### config.mk
export PLATFORM = sky130hd
export DESIGN_NAME = wb_stage
export DESIGN_NICKNAME = d
export VERILOG_FILES = /design/src/rtl/wb_stage_pkg.sv /design/src/rtl/wb_load_ext.sv /design/src/rtl/wb_stage.sv
export SDC_FILE = /design/constraint.sdc
export NUM_CORES = 1
export LEC_CHECK = 0
export ABC_CLOCK_PERIOD_IN_PS = 7150
export CAP_MARGIN = 15
export CORE_AREA = 3 3 159 161
export DETAILED_ROUTE_END_ITERATION = 12
export DIE_AREA = 0 0 162 164
export HOLD_SLACK_MARGIN = 0.05
export PLACE_DENSITY = 0.78
export SLEW_MARGIN = 20
export SYNTH_ARGS = -nofsm -noshare
export SYNTH_HDL_FRONTEND = slang
export SYNTH_HIERARCHICAL = 1
export SYNTH_SLANG_ARGS = --single-unit
### constraint.sdc
create_clock -name clk -period 7.15 [get_ports clk]
set_clock_uncertainty 0.15 [all_clocks]
set_input_delay 1.43 -clock clk [delete_from_list [all_inputs] [get_ports clk]]
set_output_delay 1.43 -clock clk [all_outputs]
set_load 0.01 [all_outputs]
### src/rtl/wb_stage_pkg.sv
// rtl/wb_stage_pkg.sv - shared widths and load-type encodings for the writeback stage
package wb_stage_pkg;

    localparam int BUS_64 = 64;
    localparam int BUS_32 = 32;

    localparam logic [2:0] LT_LB  = 3'b000;
    localparam logic [2:0] LT_LH  = 3'b001;
    localparam logic [2:0] LT_LW  = 3'b010;
    localparam logic [2:0] LT_LD  = 3'b011;
    localparam logic [2:0] LT_LBU = 3'b100;
    localparam logic [2:0] LT_LHU = 3'b101;
    localparam logic [2:0] LT_LWU = 3'b110;

endpackage

### src/rtl/wb_load_ext.sv
// rtl/wb_load_ext.sv - combinational load byte extraction and sign/zero extension
module wb_load_ext
    import wb_stage_pkg::*;
(
    input  logic [BUS_64-1:0] i_rdata,
    input  logic [2:0]        i_offset,
    input  logic [2:0]        i_load_type,
    output logic [BUS_64-1:0] o_data
);

    logic [BUS_64-1:0] w_shifted;

    // Misaligned offsets are not trapped; bytes shifted past bit 63 fill with zero.
    assign w_shifted = i_rdata >> {i_offset, 3'b000};

    always_comb begin
        o_data = w_shifted;
        case (i_load_type)
            LT_LB:   o_data = {{56{w_shifted[7]}},  w_shifted[7:0]};
            LT_LH:   o_data = {{48{w_shifted[15]}}, w_shifted[15:0]};
            LT_LW:   o_data = {{32{w_shifted[31]}}, w_shifted[31:0]};
            LT_LBU:  o_data = {56'd0, w_shifted[7:0]};
            LT_LHU:  o_data = {48'd0, w_shifted[15:0]};
            LT_LWU:  o_data = {32'd0, w_shifted[31:0]};
            default: o_data = w_shifted;
        endcase
    end

endmodule

### src/rtl/wb_stage.sv
// rtl/wb_stage.sv - single-entry writeback stage between memory and commit
// Optional retired-instruction counter enabled by defining WB_INSTRET_EN.
module wb_stage
    import wb_stage_pkg::*;
(
    input  logic              clk,
    input  logic              rst,
    input  logic              i_wb_memoryed_req,
    output logic              o_wb_memoryed_ack,
    input  logic [4:0]        i_wb_rd,
    input  logic              i_wb_rd_wen,
    input  logic [BUS_64-1:0] i_wb_rd_wdata,
    input  logic              i_wb_memread,
    input  logic [BUS_64-1:0] i_wb_mem_rdata,
    input  logic [2:0]        i_wb_mem_offset,
    input  logic [2:0]        i_wb_load_type,
    input  logic [BUS_64-1:0] i_wb_pc,
    input  logic [BUS_32-1:0] i_wb_inst,
    input  logic              i_wb_nocmt,
    input  logic              i_wb_skipcmt,
    output logic              o_wb_writebacked_req,
    input  logic              i_wb_writebacked_ack,
    output logic [4:0]        o_wb_rd,
    output logic              o_wb_rd_wen,
    output logic [BUS_64-1:0] o_wb_rd_wdata,
    output logic [BUS_64-1:0] o_wb_pc,
    output logic [BUS_32-1:0] o_wb_inst,
    output logic              o_wb_nocmt,
    output logic              o_wb_skipcmt
`ifdef WB_INSTRET_EN
    ,
    output logic [BUS_64-1:0] o_wb_instret
`endif
);

    logic              r_valid;
    logic [4:0]        r_rd;
    logic              r_rd_wen;
    logic [BUS_64-1:0] r_rd_wdata;
    logic [BUS_64-1:0] r_pc;
    logic [BUS_32-1:0] r_inst;
    logic              r_nocmt;
    logic              r_skipcmt;

    logic [BUS_64-1:0] w_load_data;
    logic              w_in_fire;
    logic              w_out_fire;

    wb_load_ext u_load_ext (
        .i_rdata     (i_wb_mem_rdata),
        .i_offset    (i_wb_mem_offset),
        .i_load_type (i_wb_load_type),
        .o_data      (w_load_data)
    );

    assign o_wb_memoryed_ack = !r_valid || i_wb_writebacked_ack;
    assign w_in_fire         = i_wb_memoryed_req && o_wb_memoryed_ack;
    assign w_out_fire        = r_valid && i_wb_writebacked_ack;

    // Load result is resolved at capture so the entry holds the final write data.
    always_ff @(posedge clk or posedge rst) begin
        if (rst) begin
            r_valid    <= 1'b0;
            r_rd       <= '0;
            r_rd_wen   <= 1'b0;
            r_rd_wdata <= '0;
            r_pc       <= '0;
            r_inst     <= '0;
            r_nocmt    <= 1'b0;
            r_skipcmt  <= 1'b0;
        end else begin
            if (w_in_fire) begin
                r_valid    <= 1'b1;
                r_rd       <= i_wb_rd;
                r_rd_wen   <= i_wb_rd_wen;
                r_rd_wdata <= i_wb_memread ? w_load_data : i_wb_rd_wdata;
                r_pc       <= i_wb_pc;
                r_inst     <= i_wb_inst;
                r_nocmt    <= i_wb_nocmt;
                r_skipcmt  <= i_wb_skipcmt;
            end else if (w_out_fire) begin
                r_valid <= 1'b0;
            end
        end
    end

    assign o_wb_writebacked_req = r_valid;
    assign o_wb_rd_wen          = w_out_fire && r_rd_wen && (r_rd != 5'd0);
    assign o_wb_rd              = r_rd;
    assign o_wb_rd_wdata        = r_rd_wdata;
    assign o_wb_pc              = r_pc;
    assign o_wb_inst            = r_inst;
    assign o_wb_nocmt           = r_nocmt;
    assign o_wb_skipcmt         = r_skipcmt;

`ifdef WB_INSTRET_EN
    logic [BUS_64-1:0] r_instret;

    always_ff @(posedge clk or posedge rst) begin
        if (rst) begin
            r_instret <= '0;
        end else if (w_out_fire && !r_nocmt) begin
            r_instret <= r_instret + 64'd1;
        end
    end

    assign o_wb_instret = r_instret;
`endif

endmodule

### After elaboration in Yosys (flattened, before gate mapping)

Cells that the tools add are included.

| cells by class | value |
|---|---|
| equal/unequal tests | 5 |
| shifts and indexed selects | 1 |
| multiplexer cells | 4 |
| reductions and logical operators | 9 |

Operator list:

| kind | count |
|---|---|
| 64-bit one-hot mux with 6 select lines | 1 |
| 64-bit 2-to-1 mux | 1 |
| 64-bit by 6-bit >> shifter with 64-bit output | 1 |
| 3-bit equality test (second input constant) | 3 |
| 5-bit nonzero test | 1 |
| 1-bit logical AND | 4 |
| 3-bit by 1-bit equality test with 1-bit output (second input constant) | 1 |
| 3-bit by 2-bit equality test with 1-bit output (second input constant) | 1 |
| 3-bit logical NOT | 1 |
| 1-bit 2-to-1 mux | 2 |
| 2-bit nonzero test | 1 |
| 1-bit logical NOT | 1 |
| 1-bit logical OR | 1 |

| word-level totals | value |
|---|---|
| flip-flop bits (word level) | 169 |
| bits of input ports | 243 |
| output and inout port bits | 170 |
| word-level logic and storage cells | 27 |

### Longest topological paths before layout

Gate-level depths: netlist (run 1).

| depth | value |
|---|---|
| depth in word-level cells | 4 |
| mapped depth | 9 |
| mapped depth without buffers | 6 |

### Hierarchy

Netlist (run 1), hierarchy kept.

Modules (own cells, without submodules):

| module | times used | cells each | area an instance (um^2) | seq. area each (um^2) |
|---|---|---|---|---|
| wb_stage | 1 | 520 | 7304.5 | 4229.1 |
| wb_load_ext | 1 | 293 | 2338.5 | 0.0 |

### Worst setup path before layout (run 1)

Ideal clock, no wire load.

| timing | value |
|---|---|
| path kind | input to output |
| start point | input port i_wb_writebacked_ack |
| end point | output port o_wb_memoryed_ack |
| arrival time | 2.120 ns |
| required time | 5.570 ns |
| path slack | 3.450 ns |
| stages | 4 |
| buffers on the path | 3 |
| path through | nand2b_1 -> buf_2 -> buf_2 -> clkbuf_1 |

| between the ends | value |
|---|---|
| word-level cells in the longest chain between the ends | 1 |

RTL lines:

| item | RTL line | text |
|---|---|---|
| from (decl) | wb_stage.sv:22 | `input logic i_wb_writebacked_ack,` |
| 1-bit logical OR | wb_stage.sv:56 | `assign o_wb_memoryed_ack = !r_valid \|\| i_wb_writebacked_ack;` |
| to (decl) | wb_stage.sv:9 | `output logic o_wb_memoryed_ack,` |

Every way passes these cells.

### Final worst setup path (run 1)

Ends and elaborated chain as after synthesis.

==> results of run 1 <==
[logic make-up (layout without fill, tap and decap cells)]
family,after synthesis,after routing,share of synthesized area
AO/OA/AOI/OAI,171,171,0.105
buffers and inverters,89,459,0.0513
flip-flops,169,169,0.439
multiplexers,241,241,0.328
AND/OR/NAND/NOR,143,143,0.0777
[registers in the layout, indices dropped and copies added (netlist names)]
name,count
o_wb_inst,32
o_wb_nocmt,1
o_wb_pc,64
o_wb_rd,5
o_wb_rd_wdata,64
o_wb_skipcmt,1
o_wb_writebacked_req,1
r_rd_wen,1
[cells in the mapped netlist (9+ instances only)]
cell      number
clkbuf_1      31
dfrtp_1      169
a31oi_1       64
a21oi_1       65
o21ai_0       22
nand4_1       30
mux2_2        49
buf_2         32
nor2b_1       10
mux2_4        60
buf_1          9
mux2i_1      101
nor2_1        11
nand2_1       51
mux4_2        31
nand3_1       13
[where the power goes]
part	total, W	switching (W)	internal, W
registers	0.00119	0.0000839	0.00110
logic	0.00102	0.000434	0.000588
clock network	0.000922	0.000445	0.000478
[cells in the final DEF, fill, tap and decap left out, types with 30 or more instances in the layout]
cell	instances
clkdlybuf4s50_1	408
dfrtp_1	169
mux2i_1	101
a21oi_1	65
a31oi_1	64
mux2_4	60
nand2_1	51
mux2_2	49
mux4_2	31
nand4_1	30
[final cells by class]
cell class,count,area share
flip-flops and latches,169,0.294
repair buffers,423,0.292
multi-input cells,555,0.344
inverters,4,0.00139
clock inverters,14,0.0104
clock buffers,18,0.0305
well taps,324,0.0282
[final timing paths]
kind | startpoint | endpoint | slack [ps] | cells past startpoint
worst max-delay path | i_wb_writebacked_ack | o_wb_memoryed_ack | 2530 | 3
worst max register to register | o_wb_writebacked_req | o_wb_pc[1] | 4780 | 3
worst min register to register | o_wb_pc[30] | o_wb_pc[30] | 360 | 1
min in group asynchronous | rst | o_wb_pc[26] | 1310 | 2
max in group asynchronous | rst | o_wb_pc[63] | 4290 | 3
worst min-delay path | o_wb_pc[30] | o_wb_pc[30] | 360 | 1
[metrics by stage]
stage	power [W]	utilization	worst slack (ps)	hold slack (ps)
after floorplan	0.00165	-	995	332
after global placement	0.00220	0.572	2360	337
after detailed placement	0.00223	0.572	2280	341
after CTS	0.00316	0.596	2550	358
after global routing	0.00327	0.596	2470	367
final	0.00313	0.596	2530	356
[layer usage]
| metal | global-route usage | wire, um | vias to the layer above |
|---|---|---|---|
| met1 | 0.305 | 13300 | 4128 |
| met5 | 0 | 11 | - |
| met2 | 0.440 | 17400 | 468 |
| met3 | 0.0792 | 3090 | 77 |
| met4 | 0.121 | 1720 | 2 |
| li1 | - | - | 3775 |
[worst max-delay path, delay by kind of cell]
family / cells / cell delay [ps]
AND/OR/NAND/NOR: 1 / 470
buffers and inverters: 2 / 1120
==> metrics.txt, run 1 <==
status=completed; first-pass GRT wire length=52800 um; Avg Vias per Cell=5.61; Final nets=1413; max_cap viols=0; Post-Syn Area=0.00964 mm2; CP startpoint kind=input pin; Clk Latency, worst-skew pair=410 ps; Die H=164 um; Synth Area per Inst=11.9 um2; #FFs+latches synth=169; Vias=8450; Final Slew Violations=0; port bufs=412; CP Data Required Time=5570 ps; number of detailed-route iterations in the first pass=5; CTS Hold Buffers Added=0; CP endpoint kind=output pin; H-tree lvl count=4; Post-CTS Setup Inserts=0; Seq/Total Area, Yosys=0.439; TritonCTS clock tree=yes; # diodes=0; fmax=0.216 GHz; Leakage=6.16 nW; CTS resizes=0; vias in the first global route=8553; Non-Filler Instances=1507; worst-path maximum fanout=46; drc violations=0; GR Overflow Total=0; antenna violations before repair=1; Inst Count DP=1475; Worst VDD drop=0.158 mV; layout cells sized above 1=0.166; Post-synth EDFFs=0; minimum clock period=4620 ps; routed wire length=35500 um; Syn. warnings=6; cell count after synthesis=813; dpl hpwl=27200 um; final instance area=0.0144 mm2; initial drt markers=773; largest net degree at the start of global routing=105; CTS buffer count=17; Area contributors post-synth=dfrtp_1 (44%), mux2i_1 (10%), mux2_4 (9.3%); GPL Wtd Cong=0.976; Die W=162 um; setup TNS=0 ps; Clock transition at path regs=70 ps; critical-path cell list=clkdlybuf4s50_1 -> nand2b_4 -> clkdlybuf4s50_1; Hold Crit Class=register to register; slowest CP cell=clkdlybuf4s50_1; clock buffer depth=2; FP Rows=57; Max-Slew Margin vs Limit=0.311; Worst EP arrival=3040 ps; prevailing post-synth register cell=dfrtp_1; pwr dens=218 mW/mm2; CP max stage delay=640 ps; Clock Sinks=169; fill count=1960; clock root buffer=clkbuf_16; GR Util All Layers=0.260; dpl cell area=0.0138 mm2; RSZ-0062 raised after global routing=false; CP Class=input pin to output pin; Final setup viols=0; Final ANT Viol Nets=0; Final period util=0.646; post-synthesis cell type count=38; area occupied by multi-input gates=0.00494 mm2; area grow syn2layout=49.1%; most used cell, CP=clkdlybuf4s50_1; Yosys top cell area share=0.439; worst-margin pin slew=1030 ps; CORE AREA=0.0241 mm2; Initial Util=0.400; Synth async-reset ratio=1.00; flip-flop and latch area=0.00423 mm2; die area=0.0266 mm2; Fin. Hold Viols=0; Ports=413; Routed wire per std cell=23.6 um; Synth area leader=dfrtp_1; post-synth net total=1056
Power figures use the tool's default switching activity.
==> inputs of run 2 (changes only) <==
Settings changed: ABC_CLOCK_PERIOD_IN_PS 7150 to 4200, CORE_AREA 3 3 159 161 to unset, CORE_MARGIN set to 3, CORE_UTILIZATION set to 39, DIE_AREA 0 0 162 164 to unset, PLACE_DENSITY 0.78 to 0.8.
Clock period 7.15 ns to 4.2 ns, I/O delays scaled along.
==> run 2 against run 1 <==
  * Clock power rose by 70%
  * Critical path type unchanged
  * Wire length rose by 0.97%
  * Cell count rose by 0.53%
  * Sequential cell count did not move
  * Register-to-register slack got worse by 2900 ps
  * Largest power group unchanged
  * Sequential power rose by 70%
  * Hold slack got worse by 1.1 ps
  * Total power rose by 71%
  * Via count rose by 0.58%
  * Final area rose by 0.68%
==> metrics.txt, run 2 (same netlist as run 1, synthesis figures left out) <==
Routed wire per std cell=23.7 um; Vias=8499; Worst EP arrival=2330 ps; fill count=1927; Final setup viols=0; Worst VDD drop=0.272 mV; CP Class=input pin to output pin; Clk Latency, worst-skew pair=410 ps; antenna violations before repair=4; Hold Crit Class=register to register; Final period util=0.791; area grow syn2layout=50.1%; CTS Hold Buffers Added=0; worst-path maximum fanout=31; CTS buffer count=17; clock root buffer=clkbuf_16; Ports=413; Die W=163 um; routed wire length=35900 um; Avg Vias per Cell=5.61; H-tree lvl count=4; Final nets=1423; RSZ-0062 raised after global routing=false; Max-Slew Margin vs Limit=0.295; Non-Filler Instances=1515; worst-margin pin slew=1060 ps; Clock Sinks=169; max_cap viols=0; Post-CTS Setup Inserts=0; minimum clock period=3320 ps; drc violations=0; Clock transition at path regs=60 ps; Pwr Total=0.00534 W; Leakage=6.21 nW; layout cells sized above 1=0.172; most frequent cells in the layout=clkdlybuf4s50_1 (408), dfrtp_1 (169), mux2i_1 (101); GPL Wtd Cong=1.01; vias in the first global route=8549; first-pass GRT wire length=52700 um; initial drt markers=771; Inst Count DP=1480; clock buffer depth=2; commonest non-fill, non-tap cell in the layout=clkdlybuf4s50_1; die area=0.0266 mm2; Initial Util=0.404; FP Rows=56; GR Util All Layers=0.261; Final ANT Viol Nets=0; Min Hold Slack=355 ps; Final Slew Violations=0; dpl hpwl=27200 um; number of detailed-route iterations in the first pass=6; CP endpoint kind=output pin; Die H=163 um; pwr dens=369 mW/mm2; largest net degree at the start of global routing=105; TritonCTS clock tree=yes; CP Data Required Time=3210 ps; CP startpoint kind=input pin; CTS resizes=0; fmax=0.301 GHz; status=completed; CORE AREA=0.0239 mm2; Fin. Hold Viols=0; setup TNS=0 ps; GR Overflow Total=0; port bufs=412
[run 2: cell types whose count changed in the layout (fill, tap and decap cells not counted), sizes merged]
cell	before	now
buf	15	25
diode	0	3
clkinv	6	4
clkinvlp	1	3
[run 2: area by class of cell]
type                       instances  area [um2]  share of cell area
multi-input combinational        555        4940               0.341
timing repair buffer             433        4290               0.297
sequential                       169        4230               0.292
clock buffer                      18         439              0.0303
tap                              319         399              0.0276
clock inverter                    14         148              0.0102
inverter                           4        18.8             0.00130
antenna                            3        7.51            0.000519
[run 2: path summary, 6_finish.rpt]
kind | to | start | slack (ps) | cells past startpoint
max | o_wb_memoryed_ack | i_wb_writebacked_ack | 880 | 3
min | o_wb_pc[56] | o_wb_pc[56] | 360 | 1
max reg2reg | o_wb_rd_wdata[25] | o_wb_writebacked_req | 1910 | 4
min reg2reg | o_wb_pc[56] | o_wb_pc[56] | 360 | 1
max in group asynchronous | o_wb_rd_wdata[42] | rst | 2720 | 3
min in group asynchronous | o_wb_pc[23] | rst | 780 | 3
[run 2: where the power goes]
part	internal [W]	total, W	switching [W]
clock network	0.000813	0.00157	0.000755
registers	0.00188	0.00202	0.000148
logic	0.00101	0.00174	0.000737
total	0.00370	0.00534	0.00164
[run 2: through the flow]
step / setup WS [ps] / area, um2 / utilization
3_3_place_gp: 595 / 13900 / 0.581
2_1_floorplan: 1060 / 9650 / -
5_1_grt: 842 / 14500 / 0.606
6_report: 879 / 14500 / 0.606
4_1_cts: 895 / 14500 / 0.605
3_5_place_dp: 496 / 13900 / 0.581
[run 2: metal layers]
metal  track usage  vias to the layer above  share of wire  wire length (um)
met3        0.0644                       64          0.082              2930
met1         0.316                     4173           0.38             13600
met2         0.442                      460           0.50             17800
li1              -                     3798              -                 -
met5             0                        -        0.00061                22
met4         0.111                        4          0.041              1490
[run 2: worst max-delay path, stage by stage]
cell and delay [ps]:
clkdlybuf4s50_1 480, nand2b_4 380, clkdlybuf4s50_1 620
==> inputs of run 3 (changes only) <==
Settings changed: ABC_CLOCK_PERIOD_IN_PS 4200 to 2720.
Clock period 4.2 ns to 2.72 ns, I/O delays scaled along.
==> run 3 against run 2 <==
  * Hold slack worse by 29 ps
  * Sequential power up 54%
  * Critical path depth up 5
  * Highest routed layer unchanged
  * Register-to-register slack worse by 830 ps
  * Critical endpoint is now o_wb_rd_wdata[29]
  * Via count up 2.9%
  * Total power up 56%
  * Setup slack worse by 860 ps
  * Sequential share of layout area down 1.2 points
==> metrics.txt, run 3 (same netlist as run 1, synthesis figures left out) <==
layout cells sized above 1=0.215; max_cap viols=0; minimum clock period=2700 ps; initial drt markers=680; CP max stage delay=640 ps; met1 wire length=13500 um; metal3 WL=3050 um; Final Core Density=0.631; Vias=8748; vias in the first global route=8894; critical-path cell list=clkdlybuf4s50_1 -> mux2i_1 -> mux4_2 -> or4_4 -> buf_6 -> nand3_1 -> mux2i_1 -> a31oi_1; critical path's top delay family=simple AND/OR/NAND/NOR gates; commonest non-fill, non-tap cell in the layout=clkdlybuf4s50_1; status=completed; Final ANT Viol Nets=0; CTS Hold Buffers Added=0; clock root buffer=clkbuf_16; CP Data Required Time=2910 ps; drc violations=0; clock buffer depth=2; Die W=163 um; largest net degree at the start of global routing=107; GR Util All Layers=0.268; CP Class=input pin to register; Initial Util=0.404; Die H=163 um; dpl hpwl=28300 um; CORE AREA=0.0239 mm2; port bufs=412; Final Slew Violations=0; worst-path maximum fanout=6; CP startpoint kind=input pin; CP endpoint kind=register; CTS buffer count=17; met2 wire length=18600 um; antenna violations before repair=4; most frequent cells in the layout=clkdlybuf4s50_1 (401), dfrtp_1 (169), mux2i_1 (100); flip-flop and latch area=0.00423 mm2; pwr dens=552 mW/mm2; fmax=0.371 GHz; H-tree lvl count=4; Fin. Hold Viols=0; slowest CP cell=or4_4; Final period util=0.991; Worst VDD drop=0.491 mV; Final setup viols=0; RSZ-0062 raised after global routing=false; FP Rows=56; GPL Wtd Cong=0.932; routed wire length=36700 um; TritonCTS clock tree=yes; area occupied by multi-input gates=0.00495 mm2; die area=0.0266 mm2; area grow syn2layout=56.4%; most used cell, CP=mux2i_1; DR top layer=met5; worst-margin pin slew=755 ps; Clock Sinks=169; Clk Latency, worst-skew pair=430 ps; fill count=1906; Clock transition at path regs=80 ps; Worst EP arrival=2890 ps; first-pass GRT wire length=54300 um; GR Overflow Total=0; Critical path buffers and inverters=2; Min Hold Slack=326 ps; number of detailed-route iterations in the first pass=5; Max-Slew Margin vs Limit=0.495; Ports=413; Final nets=1484; Leakage=6.62 nW; Routed wire per std cell=23.3 um; Hold Crit Class=input pin to async pin; Avg Vias per Cell=5.55
-- run 3: layout make-up --
class	count	share of cell area
tap	319	0.0265
multi-input combinational	555	0.328
inverter	4	0.00124
sequential	169	0.280
antenna	2	0.000332
clock inverter	15	0.0101
clock buffer	17	0.0282
timing repair buffer	494	0.325
-- run 3: where the power goes --
group / internal [W] / total, W / switching (W)
combinational: 0.00163 / 0.00279 / 0.00116
sequential: 0.00290 / 0.00312 / 0.000220
clock: 0.00123 / 0.00242 / 0.00120
total: 0.00575 / 0.00833 / 0.00258
-- run 3: worst paths after layout --
| path | from | to | slack, ps | cells past startpoint |
|---|---|---|---|---|
| hold reg to reg | o_wb_pc[1] | o_wb_pc[1] | 360 | 1 |
| hold / removal | rst | o_wb_rd_wdata[27] | 330 | 2 |
| setup reg to reg | o_wb_writebacked_req | o_wb_pc[6] | 1080 | 4 |
| min in group clk | o_wb_pc[1] | o_wb_pc[1] | 360 | 1 |
| setup / recovery | i_wb_mem_rdata[23] | o_wb_rd_wdata[29] | 20 | 8 |
| max in group asynchronous | rst | o_wb_rd_wdata[46] | 1430 | 3 |
-- run 3: through the flow --
stage / instances / setup WS [ps] / total power, W / area [um2] / setup TNS (ps)
CTS: 1566 / 80.5 / 0.00838 / 15000 / 0
finish: 1575 / 23.7 / 0.00833 / 15100 / 0
global placement: 1534 / -302 / 0.00590 / 14400 / -11490
global route: 1573 / 5.13 / 0.00871 / 15100 / 0
detailed placement: 1534 / -381 / 0.00595 / 14400 / -16070
floorplan: 813 / -129 / 0.00434 / 9650 / -21750
-- run 3: timing repair --
action,CTS,global route
gates resized for setup,0,16
endpoints found under the setup margin,0,8
setup buffers,0,7
-- run 3: per-layer routing --
| metal | vias to the layer above | track usage |
|---|---|---|
| li1 | 3915 | - |
| met2 | 460 | 0.466 |
| met3 | 78 | 0.0700 |
| met1 | 4289 | 0.317 |
| met5 | - | 0 |
| met4 | 6 | 0.106 |
